==> config.mk <==
export PLATFORM = sky130hd
export DESIGN_NAME = bf_program_loader_flat
export DESIGN_NICKNAME = d
export VERILOG_FILES = /design/src/rtl/bf_pkg.sv /design/src/rtl/bf_program_loader_if.sv /design/src/rtl/bf_bracket_stack.sv /design/src/rtl/bf_program_loader.sv /design/src/flat_wrapper.sv
export SDC_FILE = /design/constraint.sdc
export NUM_CORES = 1
export LEC_CHECK = 0
export ABC_AREA = 1
export CAP_MARGIN = 20
export CORE_UTILIZATION = 40
export CTS_BUF_LIST = sky130_fd_sc_hd__clkbuf_8 sky130_fd_sc_hd__clkbuf_16
export CTS_CLUSTER_DIAMETER = 80
export DETAILED_ROUTE_END_ITERATION = 10
export GPL_TIMING_DRIVEN = 0
export RECOVER_POWER = 50
export SYNTH_ARGS = -nofsm -noshare
export SYNTH_HDL_FRONTEND = slang
export SYNTH_SLANG_ARGS = --single-unit
==> constraint.sdc <==
create_clock -name clk -period 3.1 [get_ports clk]
set_input_delay 0.93 -clock clk [delete_from_list [all_inputs] [get_ports clk]]
set_output_delay 0.93 -clock clk [all_outputs]
set_load 0.02 [all_outputs]
==> src/rtl/bf_pkg.sv <==
// Shared Brainfuck definitions: opcode encoding, loader error causes and the
// ASCII-to-opcode encoder used by the program loader.
package bf_pkg;

    typedef enum logic [2:0] {
        P = 3'd0,
        M = 3'd1,
        R = 3'd2,
        L = 3'd3,
        O = 3'd4,
        I = 3'd5,
        J = 3'd6,
        K = 3'd7
    } t_instr;

    typedef enum logic [1:0] {
        TOO_LONG        = 2'd0,
        TOO_DEEP        = 2'd1,
        UNMATCHED_CLOSE = 2'd2,
        UNCLOSED_OPEN   = 2'd3
    } t_load_err;

    typedef enum logic [1:0] {
        LOAD = 2'd0,
        JMP2 = 2'd1,
        DONE = 2'd2,
        ERR  = 2'd3
    } t_load_state;

    typedef struct packed {
        logic   is_bf;
        t_instr instr;
    } t_decode;

    localparam logic [7:0] ASCII_PLUS   = 8'h2B;
    localparam logic [7:0] ASCII_MINUS  = 8'h2D;
    localparam logic [7:0] ASCII_GT     = 8'h3E;
    localparam logic [7:0] ASCII_LT     = 8'h3C;
    localparam logic [7:0] ASCII_DOT    = 8'h2E;
    localparam logic [7:0] ASCII_COMMA  = 8'h2C;
    localparam logic [7:0] ASCII_LBRACK = 8'h5B;
    localparam logic [7:0] ASCII_RBRACK = 8'h5D;

    // Any byte outside the eight BF characters is a comment (is_bf=0).
    function automatic t_decode ascii_to_instr(input logic [7:0] c);
        t_decode d;
        d.is_bf = 1'b1;
        d.instr = P;
        case (c)
            ASCII_PLUS:   d.instr = P;
            ASCII_MINUS:  d.instr = M;
            ASCII_GT:     d.instr = R;
            ASCII_LT:     d.instr = L;
            ASCII_DOT:    d.instr = O;
            ASCII_COMMA:  d.instr = I;
            ASCII_LBRACK: d.instr = J;
            ASCII_RBRACK: d.instr = K;
            default:      d.is_bf = 1'b0;
        endcase
        return d;
    endfunction

endpackage

==> src/rtl/bf_program_loader_if.sv <==
// Loader bus: source character stream in, program/jump memory writes and
// completion status out.
interface bf_program_loader_if #(
    parameter int PROGRAM_LENGTH = 256
);
    localparam int PA = $clog2(PROGRAM_LENGTH);
    localparam int LW = $clog2(PROGRAM_LENGTH + 1);

    logic [7:0]    src_char;
    logic          src_valid;
    logic          src_last;
    logic          src_ready;
    logic          prog_we;
    logic [PA-1:0] prog_addr;
    logic [2:0]    prog_data;
    logic          jmp_we;
    logic [PA-1:0] jmp_addr;
    logic [PA-1:0] jmp_data;
    logic          done;
    logic          error;
    logic [1:0]    err_code;
    logic [LW-1:0] prog_len;

    modport master (
        output src_char, src_valid, src_last,
        input  src_ready, prog_we, prog_addr, prog_data,
        input  jmp_we, jmp_addr, jmp_data,
        input  done, error, err_code, prog_len
    );

    modport slave (
        input  src_char, src_valid, src_last,
        output src_ready, prog_we, prog_addr, prog_data,
        output jmp_we, jmp_addr, jmp_data,
        output done, error, err_code, prog_len
    );
endinterface

==> src/rtl/bf_bracket_stack.sv <==
// LIFO of open-bracket addresses; top is the most recent push.
module bf_bracket_stack #(
    parameter int DEPTH = 15,
    parameter int WIDTH = 8
) (
    input  logic             clk,
    input  logic             rst,
    input  logic             push,
    input  logic             pop,
    input  logic [WIDTH-1:0] push_data,
    output logic [WIDTH-1:0] top,
    output logic             full,
    output logic             empty
);
    localparam int CW = $clog2(DEPTH + 1);
    localparam int AW = (DEPTH > 1) ? $clog2(DEPTH) : 1;

    logic [WIDTH-1:0] mem_q [DEPTH];
    logic [WIDTH-1:0] mem_d [DEPTH];
    logic [CW-1:0]    sp_q, sp_d;
    logic [AW-1:0]    wr_idx;
    logic [AW-1:0]    rd_idx;
    logic             push_ok;
    logic             pop_ok;

    assign full    = (sp_q == CW'(DEPTH));
    assign empty   = (sp_q == '0);
    assign push_ok = push && !full;
    assign pop_ok  = pop && !empty;
    assign wr_idx  = AW'(sp_q);
    assign rd_idx  = AW'(sp_q - 1'b1);
    assign top     = empty ? '0 : mem_q[rd_idx];

    always_comb begin
        mem_d = mem_q;
        sp_d  = sp_q;
        if (push_ok) begin
            mem_d[wr_idx] = push_data;
            sp_d          = sp_q + 1'b1;
        end else if (pop_ok) begin
            sp_d = sp_q - 1'b1;
        end
    end

    // Entries are don't-care once popped, so only the pointer is reset.
    always_ff @(posedge clk) begin
        mem_q <= mem_d;
        if (rst) begin
            sp_q <= '0;
        end else begin
            sp_q <= sp_d;
        end
    end

endmodule

==> src/rtl/bf_program_loader.sv <==
// Encodes a streamed BF source into opcode memory and builds the matched
// bracket jump table, validating balance, nesting depth and length.
module bf_program_loader
    import bf_pkg::*;
#(
    parameter int PROGRAM_LENGTH = 256,
    parameter int MAX_DEPTH      = 15
) (
    input logic clk,
    input logic rst,
    bf_program_loader_if.slave bus
);
    localparam int PA = $clog2(PROGRAM_LENGTH);
    localparam int LW = $clog2(PROGRAM_LENGTH + 1);

    t_load_state   state_q, state_d;
    logic [LW-1:0] wp_q, wp_d;
    logic [PA-1:0] jmp_open_q, jmp_open_d;
    logic [PA-1:0] jmp_close_q, jmp_close_d;
    logic          last_q, last_d;
    t_load_err     err_code_q, err_code_d;
    logic          prog_we_q, prog_we_d;
    logic [PA-1:0] prog_addr_q, prog_addr_d;
    logic [2:0]    prog_data_q, prog_data_d;
    logic          jmp_we_q, jmp_we_d;
    logic [PA-1:0] jmp_addr_q, jmp_addr_d;
    logic [PA-1:0] jmp_data_q, jmp_data_d;
    logic          done_q, done_d;
    logic          error_q, error_d;

    logic          src_ready;
    logic          accept;
    t_decode       dec;
    logic          is_open;
    logic          is_close;
    logic          err_long;
    logic          err_deep;
    logic          err_close;
    logic          bf_err;
    logic          bf_write;
    t_load_err     err_sel;
    logic          last_ok;
    logic [PA-1:0] stk_top;
    logic          stk_full;
    logic          stk_empty;

    assign src_ready = (state_q == LOAD) && !rst;
    assign accept    = bus.src_valid && src_ready;
    assign dec       = ascii_to_instr(bus.src_char);
    assign is_open   = dec.is_bf && (dec.instr == J);
    assign is_close  = dec.is_bf && (dec.instr == K);

    assign err_long  = (wp_q == LW'(PROGRAM_LENGTH));
    assign err_deep  = is_open && stk_full;
    assign err_close = is_close && stk_empty;
    assign bf_err    = accept && dec.is_bf && (err_long || err_deep || err_close);
    assign bf_write  = accept && dec.is_bf && !(err_long || err_deep || err_close);
    assign err_sel   = err_long ? TOO_LONG : (err_deep ? TOO_DEEP : UNMATCHED_CLOSE);
    // Depth after a non-']' last character: an accepted '[' makes it nonzero.
    assign last_ok   = stk_empty && !is_open;

    bf_bracket_stack #(
        .DEPTH (MAX_DEPTH),
        .WIDTH (PA)
    ) u_stack (
        .clk       (clk),
        .rst       (rst),
        .push      (bf_write && is_open),
        .pop       (bf_write && is_close),
        .push_data (PA'(wp_q)),
        .top       (stk_top),
        .full      (stk_full),
        .empty     (stk_empty)
    );

    always_ff @(posedge clk) begin
        if (rst) begin
            state_q     <= LOAD;
            wp_q        <= '0;
            jmp_open_q  <= '0;
            jmp_close_q <= '0;
            last_q      <= 1'b0;
            err_code_q  <= TOO_LONG;
            prog_we_q   <= 1'b0;
            prog_addr_q <= '0;
            prog_data_q <= '0;
            jmp_we_q    <= 1'b0;
            jmp_addr_q  <= '0;
            jmp_data_q  <= '0;
            done_q      <= 1'b0;
            error_q     <= 1'b0;
        end else begin
            state_q     <= state_d;
            wp_q        <= wp_d;
            jmp_open_q  <= jmp_open_d;
            jmp_close_q <= jmp_close_d;
            last_q      <= last_d;
            err_code_q  <= err_code_d;
            prog_we_q   <= prog_we_d;
            prog_addr_q <= prog_addr_d;
            prog_data_q <= prog_data_d;
            jmp_we_q    <= jmp_we_d;
            jmp_addr_q  <= jmp_addr_d;
            jmp_data_q  <= jmp_data_d;
            done_q      <= done_d;
            error_q     <= error_d;
        end
    end

    always_comb begin
        state_d     = state_q;
        wp_d        = wp_q;
        jmp_open_d  = jmp_open_q;
        jmp_close_d = jmp_close_q;
        last_d      = last_q;
        err_code_d  = err_code_q;
        case (state_q)
            LOAD: begin
                if (bf_err) begin
                    state_d    = ERR;
                    err_code_d = err_sel;
                end else if (accept) begin
                    if (bf_write) begin
                        wp_d = wp_q + 1'b1;
                    end
                    if (bf_write && is_close) begin
                        // Second half of the table entry is written from JMP2.
                        state_d     = JMP2;
                        jmp_open_d  = stk_top;
                        jmp_close_d = PA'(wp_q);
                        last_d      = bus.src_last;
                    end else if (bus.src_last) begin
                        if (last_ok) begin
                            state_d = DONE;
                        end else begin
                            state_d    = ERR;
                            err_code_d = UNCLOSED_OPEN;
                        end
                    end
                end
            end
            JMP2: begin
                if (!last_q) begin
                    state_d = LOAD;
                end else if (stk_empty) begin
                    state_d = DONE;
                end else begin
                    state_d    = ERR;
                    err_code_d = UNCLOSED_OPEN;
                end
            end
            default: state_d = state_q;
        endcase
    end

    always_comb begin
        prog_we_d   = bf_write;
        prog_addr_d = bf_write ? PA'(wp_q) : prog_addr_q;
        prog_data_d = bf_write ? dec.instr : prog_data_q;
        jmp_we_d    = (bf_write && is_close) || (state_q == JMP2);
        jmp_addr_d  = jmp_addr_q;
        jmp_data_d  = jmp_data_q;
        if (state_q == JMP2) begin
            jmp_addr_d = jmp_open_q;
            jmp_data_d = jmp_close_q;
        end else if (bf_write && is_close) begin
            jmp_addr_d = PA'(wp_q);
            jmp_data_d = stk_top;
        end
        done_d  = done_q || (state_q == DONE);
        error_d = error_q || bf_err || (state_q == ERR);
    end

    assign bus.src_ready = src_ready;
    assign bus.prog_we   = prog_we_q;
    assign bus.prog_addr = prog_addr_q;
    assign bus.prog_data = prog_data_q;
    assign bus.jmp_we    = jmp_we_q;
    assign bus.jmp_addr  = jmp_addr_q;
    assign bus.jmp_data  = jmp_data_q;
    assign bus.done      = done_q;
    assign bus.error     = error_q;
    assign bus.err_code  = err_code_q;
    assign bus.prog_len  = wp_q;

endmodule

==> src/flat_wrapper.sv <==
// flat-port wrapper written by rule: the top's interface ports become plain ports
module bf_program_loader_flat import bf_pkg::*;
#(
    parameter int PROGRAM_LENGTH = 256,
    parameter int MAX_DEPTH      = 15
)
  (clk, rst, bus_src_char, bus_src_valid, bus_src_last, bus_src_ready, bus_prog_we, bus_prog_addr, bus_prog_data, bus_jmp_we, bus_jmp_addr, bus_jmp_data, bus_done, bus_error, bus_err_code, bus_prog_len);
  bf_program_loader_if #(.PROGRAM_LENGTH(PROGRAM_LENGTH)) bus_i ();
  input logic clk;
  input logic rst;
  input wire logic [$bits(bus_i.src_char)-1:0] bus_src_char;
  input wire logic [$bits(bus_i.src_valid)-1:0] bus_src_valid;
  input wire logic [$bits(bus_i.src_last)-1:0] bus_src_last;
  output wire logic [$bits(bus_i.src_ready)-1:0] bus_src_ready;
  output wire logic [$bits(bus_i.prog_we)-1:0] bus_prog_we;
  output wire logic [$bits(bus_i.prog_addr)-1:0] bus_prog_addr;
  output wire logic [$bits(bus_i.prog_data)-1:0] bus_prog_data;
  output wire logic [$bits(bus_i.jmp_we)-1:0] bus_jmp_we;
  output wire logic [$bits(bus_i.jmp_addr)-1:0] bus_jmp_addr;
  output wire logic [$bits(bus_i.jmp_data)-1:0] bus_jmp_data;
  output wire logic [$bits(bus_i.done)-1:0] bus_done;
  output wire logic [$bits(bus_i.error)-1:0] bus_error;
  output wire logic [$bits(bus_i.err_code)-1:0] bus_err_code;
  output wire logic [$bits(bus_i.prog_len)-1:0] bus_prog_len;
  assign bus_i.src_char = bus_src_char;
  assign bus_i.src_valid = bus_src_valid;
  assign bus_i.src_last = bus_src_last;
  assign bus_src_ready = bus_i.src_ready;
  assign bus_prog_we = bus_i.prog_we;
  assign bus_prog_addr = bus_i.prog_addr;
  assign bus_prog_data = bus_i.prog_data;
  assign bus_jmp_we = bus_i.jmp_we;
  assign bus_jmp_addr = bus_i.jmp_addr;
  assign bus_jmp_data = bus_i.jmp_data;
  assign bus_done = bus_i.done;
  assign bus_error = bus_i.error;
  assign bus_err_code = bus_i.err_code;
  assign bus_prog_len = bus_i.prog_len;
  bf_program_loader #(.PROGRAM_LENGTH(PROGRAM_LENGTH), .MAX_DEPTH(MAX_DEPTH)) u_core (.clk(clk), .rst(rst), .bus(bus_i));
endmodule
### Word level (Yosys, flattened, before mapping)

Index checks and enable logic that the tools add are counted.

* mux-type cells: 33
* reductions and logical operators: 36
* bitwise operators: 3
* equality and inequality tests: 22
* add/subtract/negate cells: 3
* $lt $le $gt $ge: 3

Operators with widths (number)
* $bwmux 120: 1
* $mux 8: 8
* $eq 8x6->1 const B: 6
* $bmux 8 s4: 1
* $demux 8 s4: 1
* $mux 2: 14
* $pmux 3 s7: 1
* $eq 8x7->1 const B: 2
* $logic_and 1x1->1: 15
* $ge 5x5->1 const B: 2
* $not 4->5: 2
* $add 9x1->9 const B: 1
* $eq 9x9->1 const B: 1
* $ne 3x2->1 const B: 3
* $mux 4: 2
* $pmux 2 s2: 2
* $reduce_and 4->1: 2
* $reduce_or 8->1: 1
* $reduce_and 7->1: 1
* $eq 3x3->1 const B: 2
* $logic_or 1x1->1: 6
* $reduce_bool 2->1: 3
* $logic_not 1->1: 5
* $lt 5x1->1 const B: 1
* 14 further kinds: 17

* bits in registers: 185
* bits of input ports: 12
* output and inout port bits: 43
* word-level logic and storage cells: 130

### Depth between registers and ports, before layout

* depth after elaboration: 14
* gate-level depth with buffers: 14
* mapped depth without buffers: 14

### By module

A second synthesis with hierarchy kept.

* cells, all modules: 885
* area, all modules: 8171.6 µm²

Modules (own cells, without submodules)
* bf_bracket_stack: instances 1, area each 5341.4 µm², cells each 490, seq. area each 3683.5 µm²
* bf_program_loader: instances 1, area each 2830.2 µm², cells each 395, seq. area each 1221.2 µm²

### Worst setup path after synthesis

Ideal clock, no wire load.

* path type: reg-to-reg
* start: register u_core.wp_q[0], in the netlist u_core.bus.prog_len[0]
* end: register u_core.u_stack.mem_q[24] (netlist name) (enable)
* library setup time: 383 ps
* stages on the path, launching flop included: 12
* buffers on the path: 0
* data arrival time: 2447 ps
* data required time: 2717 ps
* path slack: 270 ps
* clock period less this slack: 2830 ps
* cells stage by stage: dfxtp_1 inv_1 ha_1 nand2_1 nor3_1 nand2_1 nand2_1 nor2_4 nand3_2 inv_2 nand2_2 nor3_1

* cells in the longest elaborated chain, start to end: 7

RTL lines
* from (decl): RTL line bf_program_loader.sv:17 `logic [LW-1:0] wp_q, wp_d;`
* from (signal assigned): RTL line bf_program_loader.sv:94 `wp_q <= wp_d;`
* $eq 9x9->1: RTL line bf_program_loader.sv:53 `assign err_long = (wp_q == LW'(PROGRAM_LENGTH));`
* $logic_or 1x1->1 (2 in a row): RTL line bf_program_loader.sv:57 `assign bf_write = accept && dec.is_bf && !(err_long || err_deep || err_close);`
* $logic_not 1->1: RTL line bf_program_loader.sv:57
* $logic_and 1x1->1: RTL line bf_program_loader.sv:57
* $logic_and 1x1->1: RTL line bf_program_loader.sv:68 `.push (bf_write && is_open),`
* $logic_and 1x1->1: RTL line bf_bracket_stack.sv:28 `assign push_ok = push && !full;`
* to (signal assigned): RTL line bf_bracket_stack.sv:47 `mem_q <= mem_d;`
* to (decl): RTL line bf_bracket_stack.sv:18 `logic [WIDTH-1:0] mem_q [DEPTH];`

No other way between the ends.
A chain may end at the register's enable or synchronous reset.

### Final worst setup path

* start: register u_core.wp_q[6], in the netlist u_core.bus.prog_len[6]
* end: output bus_prog_len[6]

RTL lines
* to (decl): RTL line flat_wrapper.sv:24 `output wire logic [$bits(bus_i.prog_len)-1:0] bus_prog_len;`

No word-level cell between the ends.

==> flow_metrics.env <==
export IMPL_status="completed"
export IMPL_floorplan_initialDensity=0.4071
export IMPL_path_clk_slew_ps=70
export IMPL_max_freq_mhz=325.2
export IMPL_yosysTopAreaCell="edfxtp_1"
export IMPL_finalPower_mw=5.200
export IMPL_finalNetCount=952
export IMPL_yosys_top_cells_area="edfxtp_1 (45%), dfxtp_1 (16%), nand2_1 (10%), nand3_1 (6.7%), a21oi_1 (4.5%)"
export IMPL_drive_above_1_share=0.1268
export IMPL_antenna_found_initial=0
export IMPL_hp_start="u_core.bus.err_code[1]$_SDFFE_PP0P_"
export IMPL_synth_top_family_by_area="simple AND/OR/NAND/NOR gates"
export IMPL_drv_cap=0
export IMPL_crit_path_end_kind="primary output"
export IMPL_drtIter0Drc=520
export IMPL_diodes=0
export IMPL_synth_area_sq_mm=0.007924
export IMPL_dieWidth_microns=142.7
export IMPL_cp_start_kind="register"
export IMPL_reg2reg_slack_ps=230
export IMPL_seq_area_sq_mm=0.004915
export IMPL_hold_path_depth=2
export IMPL_synth_common_cells="nand2_1 (216), edfxtp_1 (120), nand3_1 (106), nor2_1 (86), a21oi_1 (71)"
export IMPL_period_needed_ps=3075
export IMPL_yosys_warnings=0
export IMPL_power_density_mw_per_mm2=534.1
export IMPL_drv_slew=0
export IMPL_hold_path_endpoint="u_core.bus.err_code[1]$_SDFFE_PP0P_"
export IMPL_io_buffers=53
export IMPL_finalCritPeriodShare=0.9921
export IMPL_grtUsageTotal=0.2156
export IMPL_drt_wl_total_mm=21.02
export IMPL_drc_errors=0
export IMPL_synth_xor_area_share=0.006316
export IMPL_crit_required_ps=2170
export IMPL_synth_seq_cells=185
export IMPL_reg2reg_depth=13
export IMPL_hold_class="reg -> reg"
export IMPL_synth_cell_types=35
export IMPL_grt_overflow=0
export IMPL_yosys_area_share_adder=0.01105
export IMPL_met1_usage=0.2952
export IMPL_setup_viol=0
export IMPL_cts_sinks=185
export IMPL_r2r_start="u_core.u_stack.sp_q[0]$_SDFFE_PP0P_"
export IMPL_grt_max_degree=24
export IMPL_synth_edf_count=120
export IMPL_holdBufCountCts=0
export IMPL_ioPinCount=55
export IMPL_final_util=0.5002
export IMPL_postRouteAntennaNets=0
export IMPL_synth_most_common_cell="nand2_1"
export IMPL_rsz0062_at_grt="true"
export IMPL_clock_path_buffers=2
export IMPL_grt_pass1_vias=5798
export IMPL_maxSlewHeadroom=0.3694
export IMPL_die_area_sq_mm=0.02038
export IMPL_crit_start="u_core.bus.prog_len[6]$_SDFFE_PP0P_"
export IMPL_gp_congestion=0.8771
export IMPL_hold_viol_final=0
export IMPL_grt_busiest_layer="met2"
export IMPL_synthMuxAreaShare=0
export IMPL_crit_arrival_ps=2150
export IMPL_use_met3=0.04058
export IMPL_slowest_stage="dfxtp_1"
export IMPL_die_h_microns=142.7
export IMPL_r2r_end="u_core.bus.jmp_data[6]$_SDFFE_PP0P_"
export IMPL_fin_skew_ps=8.636
export IMPL_worst_pin_slew_ps=944.6
export IMPL_htree_levels=4
export IMPL_synthToLayoutAreaGrowth_pct=22.86
export IMPL_ir_drop_v=0.0003820
export IMPL_synth_simple_gate_area_frac=0.2375
export IMPL_yosysSeqAreaShare=0.6190
export IMPL_rows=51
export IMPL_synth_main_ff_cell="edfxtp_1"
export IMPL_timing_critical_path_slowest_cell_delay_ps=940
export IMPL_viasPerCell=5.150
export IMPL_synthCells=847
export IMPL_crit_type="reg -> out"
export IMPL_synth_fp_nets=866
export IMPL_p_leak_nw=3.795
export IMPL_n_fill_cell=1771
export IMPL_cts_root_buf="clkbuf_16"
export IMPL_cts_tree="yes"
export IMPL_clock_latency_ps=440
export IMPL_syn_avg_cell_area_sq_um=9.355
export IMPL_path_buf_inv=1
export IMPL_cts_made_buffers=17
export IMPL_met2_usage=0.3349
export IMPL_wl_per_cell_microns=17.36
export IMPL_grt_pass1_wl_mm=32.04
export IMPL_via_count=6237
export IMPL_path_cells="clkdlybuf4s50_1"
export IMPL_ys_async_sr_fraction=0
export IMPL_first_pass_iters=5
export IMPL_crit_fanout=23
export IMPL_yosys_area_top_type_share=0.4548
export IMPL_multi_input_area_sq_mm=0.002788
export IMPL_hpwl_mm=14.25
export IMPL_synth_compound_area_share=0.07911
export IMPL_core_area_sq_mm=0.01946
export IMPL_crit_family="flip-flops"
## final cells by class
cell class,count,share of cell area
Clock inverter,14,0.01517
Tap cell,265,0.03406
Clock buffer,18,0.04511
Timing Repair Buffer,69,0.07685
Inverter,46,0.01799
Multi-Input combinational cell,574,0.2863
Sequential cell,185,0.5048
Buffer,40,0.01966
## layout by cell type, fill, tap and decap left out, types with 22 or more instances in the layout
cell type and instances:
dfxtp_1 61, edfxtp_1 120, dlygate4sd3_1 34, o21ai_1 22, nand3_1 106, a21oi_1 71, nor2_1 74, inv_1 32
o21ai_0 25, nand2_1 213
## tightest hold or removal path: cells and delay by family, from the launching register on
family                 cells  cell delay [ps]
DFF                        1              310
AOI/OAI and AO/OA          1               50
buffers and inverters      1               50
## layer usage
metal,vias to the layer above,part of all wire
met4,0,0.026
met3,45,0.065
li1,3041,-
met2,215,0.46
met5,-,0
met1,2936,0.45
## registers in the layout (all words and copies together) (netlist names)
| register | flops |
|---|---|
| u_core.bus.done | 1 |
| u_core.bus.err_code | 2 |
| u_core.bus.error | 1 |
| u_core.bus.jmp_addr | 8 |
| u_core.bus.jmp_data | 8 |
| u_core.bus.jmp_we | 1 |
| u_core.bus.prog_addr | 8 |
| u_core.bus.prog_data | 3 |
| u_core.bus.prog_len | 9 |
| u_core.bus.prog_we | 1 |
| u_core.jmp_close_q | 8 |
| u_core.jmp_open_q | 8 |
| u_core.last_q | 1 |
| u_core.state_q | 2 |
| u_core.u_stack.mem_q | 120 |
| u_core.u_stack.sp_q | 4 |
## cell families (layout without fill, tap and decap cells)
| logic type | after synthesis | in the layout |
|---|---|---|
| compound gates | 123 | 123 |
| flops | 185 | 185 |
| simple gates | 440 | 440 |
| buf+inv | 88 | 187 |
| xor+xnor | 4 | 4 |
| fa+ha+maj | 7 | 7 |
## stage by stage
step	cell area [sq um]	hold WS, ps	setup slack, ps	TNS [ps]	std cells
after floorplan	7924	444.5	269.8	0	847
final	9736	450.2	24.57	0	1211
after CTS	9475	458.0	-161.0	-3731	1198
after global routing	9736	463.0	-24.12	-205.3	1211
after detailed placement	8803	448.2	-746.9	-72970	1168
after global placement	8786	443.9	-959.0	-84440	1165
## report_power, final
group          switching, mW  total, mW  internal (mW)
sequential            0.0287       2.67           2.64
clock                  0.953       2.16           1.21
combinational          0.226      0.364          0.138
## worst max-delay path by stage
stage / to / cells after the start / slack [ps]
2_1_floorplan: u_core.u_stack.mem_q[24]$_DFFE_PP_ / 11 / 270
3_3_place_gp: u_core.u_stack.mem_q[31]$_DFFE_PP_ / 11 / -960
3_5_place_dp: u_core.u_stack.mem_q[59]$_DFFE_PP_ / 12 / -750
4_1_cts: u_core.u_stack.mem_q[20]$_DFFE_PP_ / 11 / -160
5_1_grt: u_core.u_stack.mem_q[106]$_DFFE_PP_ / 11 / -20
6_report: bus_prog_len[6] / 1 / 20
## timing repair
item,CTS,global route
setup buffers,0,13
setup endpoints to repair,133,116
gates cloned,0,0
pin swaps,0,11
resized for setup,26,20
(Power assumes the default switching activity.)
